**config.mk**
```make
export PLATFORM = sky130hd
export DESIGN_NAME = operand_entry
export DESIGN_NICKNAME = d
export VERILOG_FILES = /design/src/rtl/operand_entry_pkg.sv /design/src/rtl/operand_entry_key_debounce.sv /design/src/rtl/operand_entry.sv
export SDC_FILE = /design/constraint.sdc
export NUM_CORES = 1
export LEC_CHECK = 0
export CAP_MARGIN = 0
export CORE_ASPECT_RATIO = 2
export CORE_UTILIZATION = 30
export CTS_CLUSTER_DIAMETER = 60
export DETAILED_ROUTE_END_ITERATION = 8
export PLACE_DENSITY_LB_ADDON = 0.12
export SLEW_MARGIN = 20
export SYNTH_ARGS = -nofsm -noshare
export SYNTH_HDL_FRONTEND = slang
export SYNTH_SLANG_ARGS = --single-unit
```
**constraint.sdc**
```tcl
create_clock -name clk -period 2.84 [get_ports clk]
set_input_delay 0.568 -clock clk [delete_from_list [all_inputs] [get_ports clk]]
set_output_delay 0.568 -clock clk [all_outputs]
set_load 0.01 [all_outputs]
```
**src/rtl/operand_entry_pkg.sv**
```systemverilog
// Shared types and constants for the operand entry front end.
// Step encoding doubles as the prompt code driven to the display layer.
package operand_entry_pkg;

  typedef enum logic [1:0] {
    GET_A   = 2'd0,
    GET_B   = 2'd1,
    GET_CIN = 2'd2,
    DONE    = 2'd3
  } entry_step_t;

  localparam int unsigned CLK_HZ = 50_000_000;
  localparam int unsigned DEBOUNCE_MS = 10;
  localparam int unsigned DEBOUNCE_DEFAULT =
    CLK_HZ / 1000 * DEBOUNCE_MS;

endpackage

```
**src/rtl/operand_entry_key_debounce.sv**
```systemverilog
// Synchronizes and debounces one active-low push-button.
// Emits a one-cycle press pulse on the accepted falling edge.
module key_debounce
  import operand_entry_pkg::*;
#(
  parameter int unsigned DEBOUNCE_CYCLES = DEBOUNCE_DEFAULT
) (
  input  logic clk,
  input  logic rst,
  input  logic key_n,
  output logic level,
  output logic press
);

  localparam int CW = $clog2(DEBOUNCE_CYCLES);
  localparam logic [CW-1:0] CNT_MAX =
    CW'(DEBOUNCE_CYCLES - 1);

  logic          meta_q;
  logic          sync_q;
  logic          level_q;
  logic          press_q;
  logic [CW-1:0] cnt_q;

  always_ff @(posedge clk or posedge rst) begin
    if (rst) begin
      meta_q <= 1'b1;
      sync_q <= 1'b1;
    end else begin
      meta_q <= key_n;
      sync_q <= meta_q;
    end
  end

  // Any sample matching the held level restarts the count.
  always_ff @(posedge clk or posedge rst) begin
    if (rst) begin
      level_q <= 1'b1;
      press_q <= 1'b0;
      cnt_q   <= '0;
    end else begin
      press_q <= 1'b0;
      if (sync_q == level_q) begin
        cnt_q <= '0;
      end else if (cnt_q == CNT_MAX) begin
        level_q <= sync_q;
        press_q <= ~sync_q;
        cnt_q   <= '0;
      end else begin
        cnt_q <= cnt_q + 1'b1;
      end
    end
  end

  assign level = level_q;
  assign press = press_q;

endmodule

```
**src/rtl/operand_entry.sv**
```systemverilog
// Operand A/B/Cin entry sequencer for the adder datapath.
// Switch inputs are synchronized here; buttons in key_debounce.
module operand_entry
  import operand_entry_pkg::*;
#(
  parameter int unsigned WIDTH           = 4,
  parameter int unsigned DEBOUNCE_CYCLES = DEBOUNCE_DEFAULT
) (
  input  logic             clk,
  input  logic             rst,
  input  logic [WIDTH-1:0] sw,
  input  logic             cin_sw,
  input  logic             key_enter_n,
  input  logic             key_clear_n,
  output logic [WIDTH-1:0] a,
  output logic [WIDTH-1:0] b,
  output logic             cin,
  output logic             valid,
  output logic [1:0]       step
);

  logic [WIDTH-1:0] sw_meta_q;
  logic [WIDTH-1:0] sw_sync_q;
  logic             cin_meta_q;
  logic             cin_sync_q;

  logic             ent_press;
  logic             clr_press;

  entry_step_t      state_q;
  logic [WIDTH-1:0] a_q;
  logic [WIDTH-1:0] b_q;
  logic             cin_q;
  logic             valid_q;

  always_ff @(posedge clk or posedge rst) begin
    if (rst) begin
      sw_meta_q  <= '0;
      sw_sync_q  <= '0;
      cin_meta_q <= 1'b0;
      cin_sync_q <= 1'b0;
    end else begin
      sw_meta_q  <= sw;
      sw_sync_q  <= sw_meta_q;
      cin_meta_q <= cin_sw;
      cin_sync_q <= cin_meta_q;
    end
  end

  key_debounce #(
    .DEBOUNCE_CYCLES(DEBOUNCE_CYCLES)
  ) u_enter (
    .clk  (clk),
    .rst  (rst),
    .key_n(key_enter_n),
    .level(),
    .press(ent_press)
  );

  key_debounce #(
    .DEBOUNCE_CYCLES(DEBOUNCE_CYCLES)
  ) u_clear (
    .clk  (clk),
    .rst  (rst),
    .key_n(key_clear_n),
    .level(),
    .press(clr_press)
  );

  // Clear outranks a coincident enter pulse.
  always_ff @(posedge clk or posedge rst) begin
    if (rst) begin
      state_q <= GET_A;
      a_q     <= '0;
      b_q     <= '0;
      cin_q   <= 1'b0;
      valid_q <= 1'b0;
    end else if (clr_press) begin
      state_q <= GET_A;
      a_q     <= '0;
      b_q     <= '0;
      cin_q   <= 1'b0;
      valid_q <= 1'b0;
    end else if (ent_press) begin
      unique case (state_q)
        GET_A: begin
          a_q     <= sw_sync_q;
          state_q <= GET_B;
        end
        GET_B: begin
          b_q     <= sw_sync_q;
          state_q <= GET_CIN;
        end
        GET_CIN: begin
          cin_q   <= cin_sync_q;
          valid_q <= 1'b1;
          state_q <= DONE;
        end
        DONE: begin
          valid_q <= 1'b0;
          state_q <= GET_A;
        end
        default: state_q <= GET_A;
      endcase
    end
  end

  assign a     = a_q;
  assign b     = b_q;
  assign cin   = cin_q;
  assign valid = valid_q;
  assign step  = state_q;

endmodule

```
==> results of run 1 <==
-- area by class of cell --
cell class                      instances  share of cell area (%)
Multi-Input combinational cell        195                   32.70
Clock buffer                            9                   6.143
Inverter                                9                  0.9215
Tap cell                              132                   4.505
Timing Repair Buffer                   23                   6.416
Clock inverter                          7                   2.696
Sequential cell                        68                   46.62
-- kinds of logic after synthesis --
group	Yosys count	synth area share [%]
AO/OA/AOI/OAI	27	5.915
XOR/XNOR	31	9.168
adder cells (fa/ha/maj)	6	2.535
buffers and inverters	14	1.816
flip-flops	68	57.71
multiplexers	3	1.225
AND/OR/NAND/NOR	128	21.63
-- power groups by stage --
stage               Sequential, mW  Clock, mW  Combinational (mW)
floorplan                     1.01          0              0.0344
global placement              1.02          0              0.0633
detailed placement            1.02          0              0.0636
CTS                           1.00       1.24              0.0639
global route                  1.00       1.29              0.0697
finish                        1.00       1.20              0.0609
-- placed cells by master, fill, tap and decap left out, drive strengths merged, types with 5 or more instances in the layout --
master         count
xnor2             26
dfrtp             62
nor4               9
o31ai              5
nand4              9
or4                7
clkbuf             9
nand3             20
or3                6
xor2               5
nor3               6
ha                 6
nor2              37
nand2             25
a21oi             17
clkdlybuf4s50     20
dfstp              6
inv               10
-- flip-flops by register name (all words and copies together), names as in the netlist, 2 cells and up --
name,cells
a,4
sw_meta_q,4
u_clear.cnt_q,19
b,4
sw_sync_q,4
step,2
u_enter.cnt_q,19
-- layer usage --
| layer | global-route usage (%) | vias up | share of wire (%) |
|---|---|---|---|
| li1 | - | 1018 | - |
| met5 | 0 | - | 0 |
| met3 | 3.612 | 12 | 1.9 |
| met2 | 25.73 | 23 | 58 |
| met4 | 7.430 | 0 | 2.8 |
| met1 | 14.16 | 1049 | 37 |
-- how the worst max path moves through the flow --
stage,to,slack (ns),depth (start not counted)
final,u_clear.cnt_q[9]$_DFF_PP0_,0.56,5
after CTS,u_clear.cnt_q[9]$_DFF_PP0_,0.53,5
after floorplan,a[0]$_DFFE_PP0P_,0.57,1
after global routing,u_clear.cnt_q[17]$_DFF_PP0_,0.44,5
after detailed placement,u_clear.cnt_q[17]$_DFF_PP0_,0.54,5
after global placement,u_clear.cnt_q[9]$_DFF_PP0_,0.54,5
-- stage by stage --
step	setup slack, ns	util (%)
floorplan	0.5704	-
finish	0.5630	38.05
global placement	0.5385	34.68
detailed placement	0.5375	34.68
CTS	0.5281	38.05
global route	0.4416	38.05
==> out/results.txt, run 1 <==
outcome = finished clean
Post-DP Area = 0.003342 sq mm
Min Clock Period, post-route = 2.277 ns
number of buffers and inverters on the critical path = 1
post-detail-place hpwl = 4456 um
RR Endpoint = u_clear.cnt_q[9]$_DFF_PP0_
Final Cell Area = 0.003666 sq mm
Final ANT Viol Nets = 0
GRT overflow = 0
data arrival time of the worst path = 2.49 ns
CP endpoint kind = flip-flop
multi-input combinational cell area = 0.001199 sq mm
Psw = 0.4800 mW
I/O pin total = 21
area share of the largest cell type after synthesis = 52.39%
clock sink count = 68
Syn. warnings = 0
DRC violations left = 0
synthesized netlist cell count = 277
worst slew pin tran = 0.5338 ns
hold wc startpoint = cin_meta_q$_DFF_PP0_
clock slew at reported path FFs = 0.06 ns
input/output buffers = 20
worst reg2reg setup slack = 0.56 ns
Fin Setup TNS = 0 ns
CTS tree = built
wire per inst = 14.31 um
TritonCTS Buffers = 9
WHS Path Cells = 0
Yosys reg bits = 68
Pre-Repair DR Iteration Count = 4
Max FO, Critical Path = 9
Nets = 321
CP cell instances = or4b_1 > or4_4 > o31ai_4 > buf_4 > nor2_1
Die Y = 142.5 um
Final setup viols = 0
initial antenna violation count = 0
die area = 0.01030 sq mm
Mapped Area = 0.002962 sq mm
Core ar. = 0.009635 sq mm
R2R cell count = 5
Post-CTS Hold Buffers = 0
Rows = 51
clock skew = 0.007174 ns
vias in the first global route = 2,210
Non-Filler Instances = 443
clock share of power = 53.1%
sequential cell area = 0.001709 sq mm
logic gate share of total power = 2.7%
Vias = 2,102
hold slack final = 0.3475 ns
Max Root-Sink Buffers = 2
share of cells above drive strength 1 = 10.61%
syn avg cell area = 10.69 sq um
Initial Utilization = 30.74%
Post-Place Cells = 427
Antenna diodes = 0
Power Density = 617.9 mW/mm^2
Slew Limit Headroom = 64.41%
unrepaired setup endpoints after global routing = no
Final Cycle Share = 80.18%
Layout area overhead = 23.79%
Top delay family on crit path = simple AND/OR/NAND/NOR gates
EDFF count, synth = 0
FF-to-FF Start = u_clear.cnt_q[11]$_DFF_PP0_
largest net degree at the start of global routing = 69
post-synth cell types = 35
GPL Wtd Cong = 0.8104
Skew-Pair Late Insertion Delay = 0.33 ns
initial DRC count = 95
via density per instance = 4.745
first-pass GRT wire length = 10,670 um
overall power = 2.265 mW
P_int = 1.785 mW
WHS Endpoint = cin_sync_q$_DFF_PP0_
routed wire length = 6338 um
ys async rst share = 100.0%
CP Launch Type = flip-flop
sequential area share after synthesis = 57.71%
largest cells by area after synthesis = dfrtp_1 (52%), xnor2_1 (7.7%), dfstp_2 (5.3%)
Max Clk Rate = 0.4392 GHz
CTS resizes = 0
critical path class = reg -> reg
postcts setup bufs = 0
CP required = 3.05 ns
Max Cap Viol = 0
Worst path slowest cell = or4b_1
Global Route Usage Sum = 14.08%
Final Slew Violations = 0
Hold Crit Class = reg -> reg
H-Tree Depth = 3
Sw Ratio = 21.19%
P_leak = 1.424 nW
Syn Nets = 292
Critical path origin = u_clear.cnt_q[11]$_DFF_PP0_
most frequent cells after synthesis = dfrtp_1 (62), nor2_1 (37), xnor2_1 (26)
CTS Root Cell = clkbuf_16
Critical Path Max Stage Delay = 0.52 ns
Synth Flop Type = dfrtp_1
Seq pwr share = 44.2%
Filler Cell Count = 960
die span in x = 72.26 um
peak supply drop = 310.7 uV
Synth area leader = dfrtp_1
most common cell in the netlist = dfrtp_1
Fin. Hold Viols = 0
Power figures use the tool's default switching activity.
==> inputs of run 2 (changes only) <==
==> constraint.sdc (replaced) <==
create_clock -name clk -period 2.03 [get_ports clk]
set_input_delay 0.406 -clock clk [delete_from_list [all_inputs] [get_ports clk]]
set_output_delay 0.406 -clock clk [all_outputs]
set_load 0.01 [all_outputs]
==> out/results.txt, run 2 (synthesis results as in run 1) <==
hold wc startpoint = sw_meta_q[3]$_DFF_PP0_ (was cin_meta_q$_DFF_PP0_)
Rows = 51 (unchanged)
hold slack final = 0.3439 ns (was 0.3475 ns)
largest registers = u_clear.cnt_q (19), u_enter.cnt_q (19) (unchanged)
FF-to-FF Start = u_clear.cnt_q[11]$_DFF_PP0_ (unchanged)
Pre-Repair DR Iteration Count = 4 (unchanged)
Fin. Hold Viols = 0 (unchanged)
P_leak = 1.533 nW (was 1.424 nW)
input/output buffers = 20 (unchanged)
Layout area overhead = 30.50% (was 23.79%)
CP endpoint kind = flip-flop (unchanged)
Filler Cell Count = 936 (was 960)
Initial Utilization = 30.74% (unchanged)
outcome = complete, but fails checks (was finished clean)
Post-CTS Hold Buffers = 0 (unchanged)
Max Clk Rate = 0.4867 GHz (was 0.4392 GHz)
Final Cycle Share = 101.2% (was 80.18%)
initial DRC count = 106 (was 95)
CP required = 2.29 ns (was 3.05 ns)
Antenna diodes = 0 (unchanged)
Global Route Usage Sum = 14.08% (about the same)
share of cells above drive strength 1 = 14.94% (was 10.61%)
Critical Path Max Stage Delay = 0.51 ns (was 0.52 ns)
clock sink count = 68 (unchanged)
Final setup viols = 1 (was 0)
worst slew pin tran = 0.4998 ns (was 0.5338 ns)
failing checks = setup timing
Vias = 2,116 (was 2,102)
peak supply drop = 386.0 uV (was 310.7 uV)
Core ar. = 0.009635 sq mm (unchanged)
Post-Place Cells = 443 (was 427)
first-pass GRT wire length = 10,640 um (was 10,670 um)
via density per instance = 4.600 (was 4.745)
Nets = 338 (was 321)
routed wire length = 6401 um (was 6338 um)
multi-input combinational cell area = 0.001199 sq mm (unchanged)
CP Launch Type = flip-flop (unchanged)
Critical path origin = u_clear.cnt_q[11]$_DFF_PP0_ (unchanged)
Max FO, Critical Path = 3 (was 9)
Worst path slowest cell = or4b_1 (unchanged)
Fin Setup TNS = -0.02459 ns (was 0 ns)
CTS tree = built (unchanged)
clock slew at reported path FFs = 0.06 ns (about the same)
Non-Filler Instances = 460 (was 443)
Min Clock Period, post-route = 2.055 ns (was 2.277 ns)
unrepaired setup endpoints after global routing = yes (was no)
Skew-Pair Late Insertion Delay = 0.33 ns (about the same)
largest net degree at the start of global routing = 36 (was 69)
Power Density = 884.5 mW/mm^2 (was 617.9 mW/mm^2)
final core occ = 40.11% (was 38.05%)
Max Root-Sink Buffers = 2 (unchanged)
Post-DP Area = 0.003491 sq mm (was 0.003342 sq mm)
Final Slew Violations = 0 (unchanged)
data arrival time of the worst path = 2.31 ns (was 2.49 ns)
WHS Path Cells = 0 (unchanged)
commonest non-fill, non-tap cell in the layout = dfrtp_1 (unchanged)
DRC violations left = 0 (unchanged)
Final ANT Viol Nets = 0 (unchanged)
clock skew = 0.008991 ns (was 0.007174 ns)
die span in x = 72.26 um (unchanged)
Placement Setup Slack = -0.02804 ns (was 0.5375 ns)
initial antenna violation count = 0 (unchanged)
post-detail-place hpwl = 4685 um (was 4456 um)
GPL Wtd Cong = 0.7572 (was 0.8104)
sequential cell area = 0.001709 sq mm (unchanged)
wire per inst = 13.92 um (was 14.31 um)
Max Cap Viol = 0 (unchanged)
I/O pin total = 21 (unchanged)
most frequent cells in the layout = dfrtp_1 (62), nor2_1 (37), xnor2_1 (26) (unchanged)
critical path class = reg -> reg (unchanged)
Hold Crit Class = reg -> reg (unchanged)
worst setup margin = -0.02459 ns (was 0.5630 ns)
Die Y = 142.5 um (unchanged)
overall power = 3.419 mW (was 2.265 mW)
vias in the first global route = 2,155 (was 2,210)
GRT overflow = 0 (unchanged)
CP cell instances = or4b_1 > or4_4 > or3_4 > mux2_4 (was or4b_1 > or4_4 > o31ai_4 > buf_4 > nor2_1)
R2R cell count = 4 (was 5)
Slew Limit Headroom = 66.68% (was 64.41%)
Final Cell Area = 0.003865 sq mm (was 0.003666 sq mm)
H-Tree Depth = 3 (unchanged)
die area = 0.01030 sq mm (unchanged)
TritonCTS Buffers = 9 (unchanged)
CTS Root Cell = clkbuf_16 (unchanged)
[run 2: what timing repair did]
action,in CTS,in global routing
gates resized for setup,0,0
pin swaps,0,0
setup buffers,0,1
setup endpoints to repair,1,2
[run 2: cell type report]
type	count	area share, %
clock buffer	10	5.924
clock inverter	6	3.561
inverter	9	0.9712
multi-input combinational	195	31.01
sequential	68	44.22
tap	132	4.273
timing repair buffer	40	10.04
[run 2: final timing paths]
path	to	slack, ns
max	u_clear.level$_DFFE_PP1P_	-0.02
min	sw_sync_q[3]$_DFF_PP0_	0.34
max reg2reg	u_clear.level$_DFFE_PP1P_	-0.02
min reg2reg	sw_sync_q[3]$_DFF_PP0_	0.34
max in group asynchronous	u_clear.meta_q$_DFF_PP1_	1.10
min in group asynchronous	u_clear.cnt_q[9]$_DFF_PP0_	0.39
[run 2: power by group]
part           internal [mW]  switching, mW
Sequential              1.38         0.0182
Clock                   1.33          0.592
Combinational         0.0422         0.0539
[run 2: per-layer routing]
layer	wire length (um)	share of wire (%)	global-route usage [%]	vias to the layer above
li1	-	-	-	1054
met4	150	2.3	6.914	0
met1	2370	37	14.05	1034
met2	3758	59	26.27	18
met5	0	0	0	-
met3	121	1.9	3.399	10
[run 2: worst max-delay path, delay by kind of cell (launching register included)]
family	cells	cell delay, ns
multiplexers	1	0.30
flip-flops	1	0.37
AND/OR/NAND/NOR	3	1.31
==> inputs of run 3 (changes only) <==
--- a/config.mk
+++ b/config.mk
@@ -7,7 +7,7 @@
 export LEC_CHECK = 0
 export CAP_MARGIN = 0
 export CORE_ASPECT_RATIO = 2
-export CORE_UTILIZATION = 30
+export CORE_UTILIZATION = 52
 export CTS_CLUSTER_DIAMETER = 60
 export DETAILED_ROUTE_END_ITERATION = 8
 export PLACE_DENSITY_LB_ADDON = 0.12
==> out/results.txt, run 3 (synthesis results as in run 1) <==
outcome = complete, but fails checks (unchanged)
failing checks = setup timing (unchanged)
Slew Limit Headroom = 63.27% (was 66.68%)
H-Tree Depth = 3 (unchanged)
Vias = 2,153 (was 2,116)
Filler Cell Count = 429 (was 936)
Core ar. = 0.005468 sq mm (was 0.009635 sq mm)
Nets = 337 (was 338)
DRC violations left = 0 (unchanged)
Non-Filler Instances = 387 (was 460)
Worst path slowest cell = or4b_4 (was or4b_1)
Layout area overhead = 20.91% (was 30.50%)
worst reg2reg setup slack = -0.05 ns (was -0.02 ns)
clock skew = 0.006225 ns (was 0.008991 ns)
largest net degree at the start of global routing = 44 (was 36)
clock sink count = 68 (unchanged)
Global Route Usage Sum = 21.89% (was 14.08%)
CTS tree = built (unchanged)
first-pass GRT wire length = 9991 um (was 10,640 um)
hold wc startpoint = sw_meta_q[2]$_DFF_PP0_ (was sw_meta_q[3]$_DFF_PP0_)
Post-Place Cells = 370 (was 443)
CP Launch Type = flip-flop (unchanged)
sequential cell area = 0.001709 sq mm (unchanged)
Critical Path Max Stage Delay = 0.53 ns (was 0.51 ns)
input/output buffers = 20 (unchanged)
GRT overflow = 0 (unchanged)
WHS Endpoint = sw_sync_q[2]$_DFF_PP0_ (was sw_sync_q[3]$_DFF_PP0_)
Max FO, Critical Path = 3 (unchanged)
data arrival time of the worst path = 2.37 ns (was 2.31 ns)
CP endpoint kind = flip-flop (unchanged)
Max Root-Sink Buffers = 2 (unchanged)
Top delay family on crit path = simple AND/OR/NAND/NOR gates (unchanged)
initial DRC count = 82 (was 106)
share of cells above drive strength 1 = 15.29% (was 14.94%)
P_leak = 1.443 nW (was 1.533 nW)
commonest non-fill, non-tap cell in the layout = dfrtp_1 (unchanged)
WHS Path Cells = 0 (unchanged)
Max Clk Rate = 0.4806 GHz (was 0.4867 GHz)
Final setup viols = 2 (was 1)
I/O pin total = 21 (unchanged)
most frequent cells in the layout = dfrtp_1 (62), nor2_1 (37), xnor2_1 (26) (unchanged)
TritonCTS Buffers = 9 (unchanged)
Critical Path Stages = 4 (unchanged)
CTS Root Cell = clkbuf_8 (was clkbuf_16)
Power Density = 726.9 mW/mm^2 (was 884.5 mW/mm^2)
peak supply drop = 667.8 uV (was 386.0 uV)
routed wire length = 5853 um (was 6401 um)
Skew-Pair Late Insertion Delay = 0.35 ns (was 0.33 ns)
initial antenna violation count = 0 (unchanged)
Rows = 38 (was 51)
critical path class = reg -> reg (unchanged)
wire per inst = 15.12 um (was 13.92 um)
Fin. Hold Viols = 0 (unchanged)
R2R cell count = 4 (unchanged)
CP required = 2.31 ns (was 2.29 ns)
clock slew at reported path FFs = 0.07 ns (was 0.06 ns)
Final Slew Violations = 0 (unchanged)
multi-input combinational cell area = 0.001202 sq mm (was 0.001199 sq mm)
worst setup margin = -0.05067 ns (was -0.02459 ns)
number of buffers and inverters on the critical path = 0 (unchanged)
worst slew pin tran = 0.5510 ns (was 0.4998 ns)
Hold Crit Class = reg -> reg (unchanged)
post-detail-place hpwl = 4206 um (was 4685 um)
Pre-Repair DR Iteration Count = 4 (unchanged)
Max Cap Viol = 0 (unchanged)
via density per instance = 5.563 (was 4.600)
Final ANT Viol Nets = 0 (unchanged)
RR Endpoint = u_clear.level$_DFFE_PP1P_ (unchanged)
vias in the first global route = 2,272 (was 2,155)
unrepaired setup endpoints after global routing = yes (unchanged)
overall power = 2.603 mW (was 3.419 mW)
Min Clock Period, post-route = 2.081 ns (was 2.055 ns)
Die Y = 108.7 um (was 142.5 um)
die area = 0.006020 sq mm (was 0.01030 sq mm)
Initial Utilization = 54.16% (was 30.74%)
CP cell instances = or4b_4 > or4_4 > or3_4 > mux2_4 (was or4b_1 > or4_4 > or3_4 > mux2_4)
Final Cycle Share = 102.5% (was 101.2%)
Post-CTS Hold Buffers = 0 (unchanged)
largest registers = u_clear.cnt_q (19), u_enter.cnt_q (19) (unchanged)
die span in x = 55.37 um (was 72.26 um)
GPL Wtd Cong = 0.8137 (was 0.7572)
FF-to-FF Start = u_clear.cnt_q[11]$_DFF_PP0_ (unchanged)
Antenna diodes = 0 (unchanged)
Fin Setup TNS = -0.05889 ns (was -0.02459 ns)
[run 3: worst max-delay path by stage]
stage / start / endpoint / slack [ns]
2_1_floorplan: u_clear.cnt_q[11]$_DFF_PP0_ / u_clear.level$_DFFE_PP1P_ / -0.04
5_1_grt: u_clear.cnt_q[11]$_DFF_PP0_ / u_clear.level$_DFFE_PP1P_ / -0.08
3_5_place_dp: u_clear.cnt_q[11]$_DFF_PP0_ / u_clear.level$_DFFE_PP1P_ / -0.03
6_report: u_clear.cnt_q[11]$_DFF_PP0_ / u_clear.level$_DFFE_PP1P_ / -0.05
3_3_place_gp: u_clear.cnt_q[11]$_DFF_PP0_ / u_clear.level$_DFFE_PP1P_ / -0.0009
4_1_cts: u_clear.cnt_q[11]$_DFF_PP0_ / u_clear.level$_DFFE_PP1P_ / -0.03
[run 3: where the power goes]
part / total, mW / internal [mW] / switching, mW
Clock: 1.11 / 0.597 / 0.517
Combinational: 0.0893 / 0.0378 / 0.0514
Sequential: 1.40 / 1.38 / 0.0182
Total: 2.60 / 2.02 / 0.586
[run 3: per-layer routing]
metal,vias up,track usage (%),routed length (um)
li1,1048,-,-
met3,13,4.864,165
met2,41,39.33,3230
met1,1051,23.08,2298
met4,0,13.04,159
met5,-,0,0
[run 3: area by class of cell]
class                   instances  area share, %
flip-flops and latches         68          47.73
multi-input cells             195          33.58
repair buffers                 39          9.923
clock buffers                  10          3.843
well taps                      60          2.096
clock inverters                 6          1.782
inverters                       9          1.048
[run 3: timing repair]
action / CTS / global route
setup buffers: 0 / 1
endpoints found under the setup margin: 1 / 4
cloned: 0 / 0
gates resized for setup: 0 / 1
[run 3: per-stage QoR]
stage / util (%) / hold slack (ns) / area [sq um] / worst slack (ns)
2_1_floorplan: - / 0.3312 / 2972 / -0.03830
3_3_place_gp: 61.60 / 0.3366 / 3368 / -0.0008666
3_5_place_dp: 61.60 / 0.3347 / 3368 / -0.02964
4_1_cts: 65.29 / 0.3438 / 3570 / -0.03407
5_1_grt: 65.49 / 0.3504 / 3581 / -0.07781
6_report: 65.49 / 0.3425 / 3581 / -0.05067
[run 3: worst reg2reg max path, stage by stage (launching register included)]
cell	delay [ns]
dfrtp_1	0.38
or4b_4	0.53
or4_4	0.45
or3_4	0.36
mux2_4	0.30
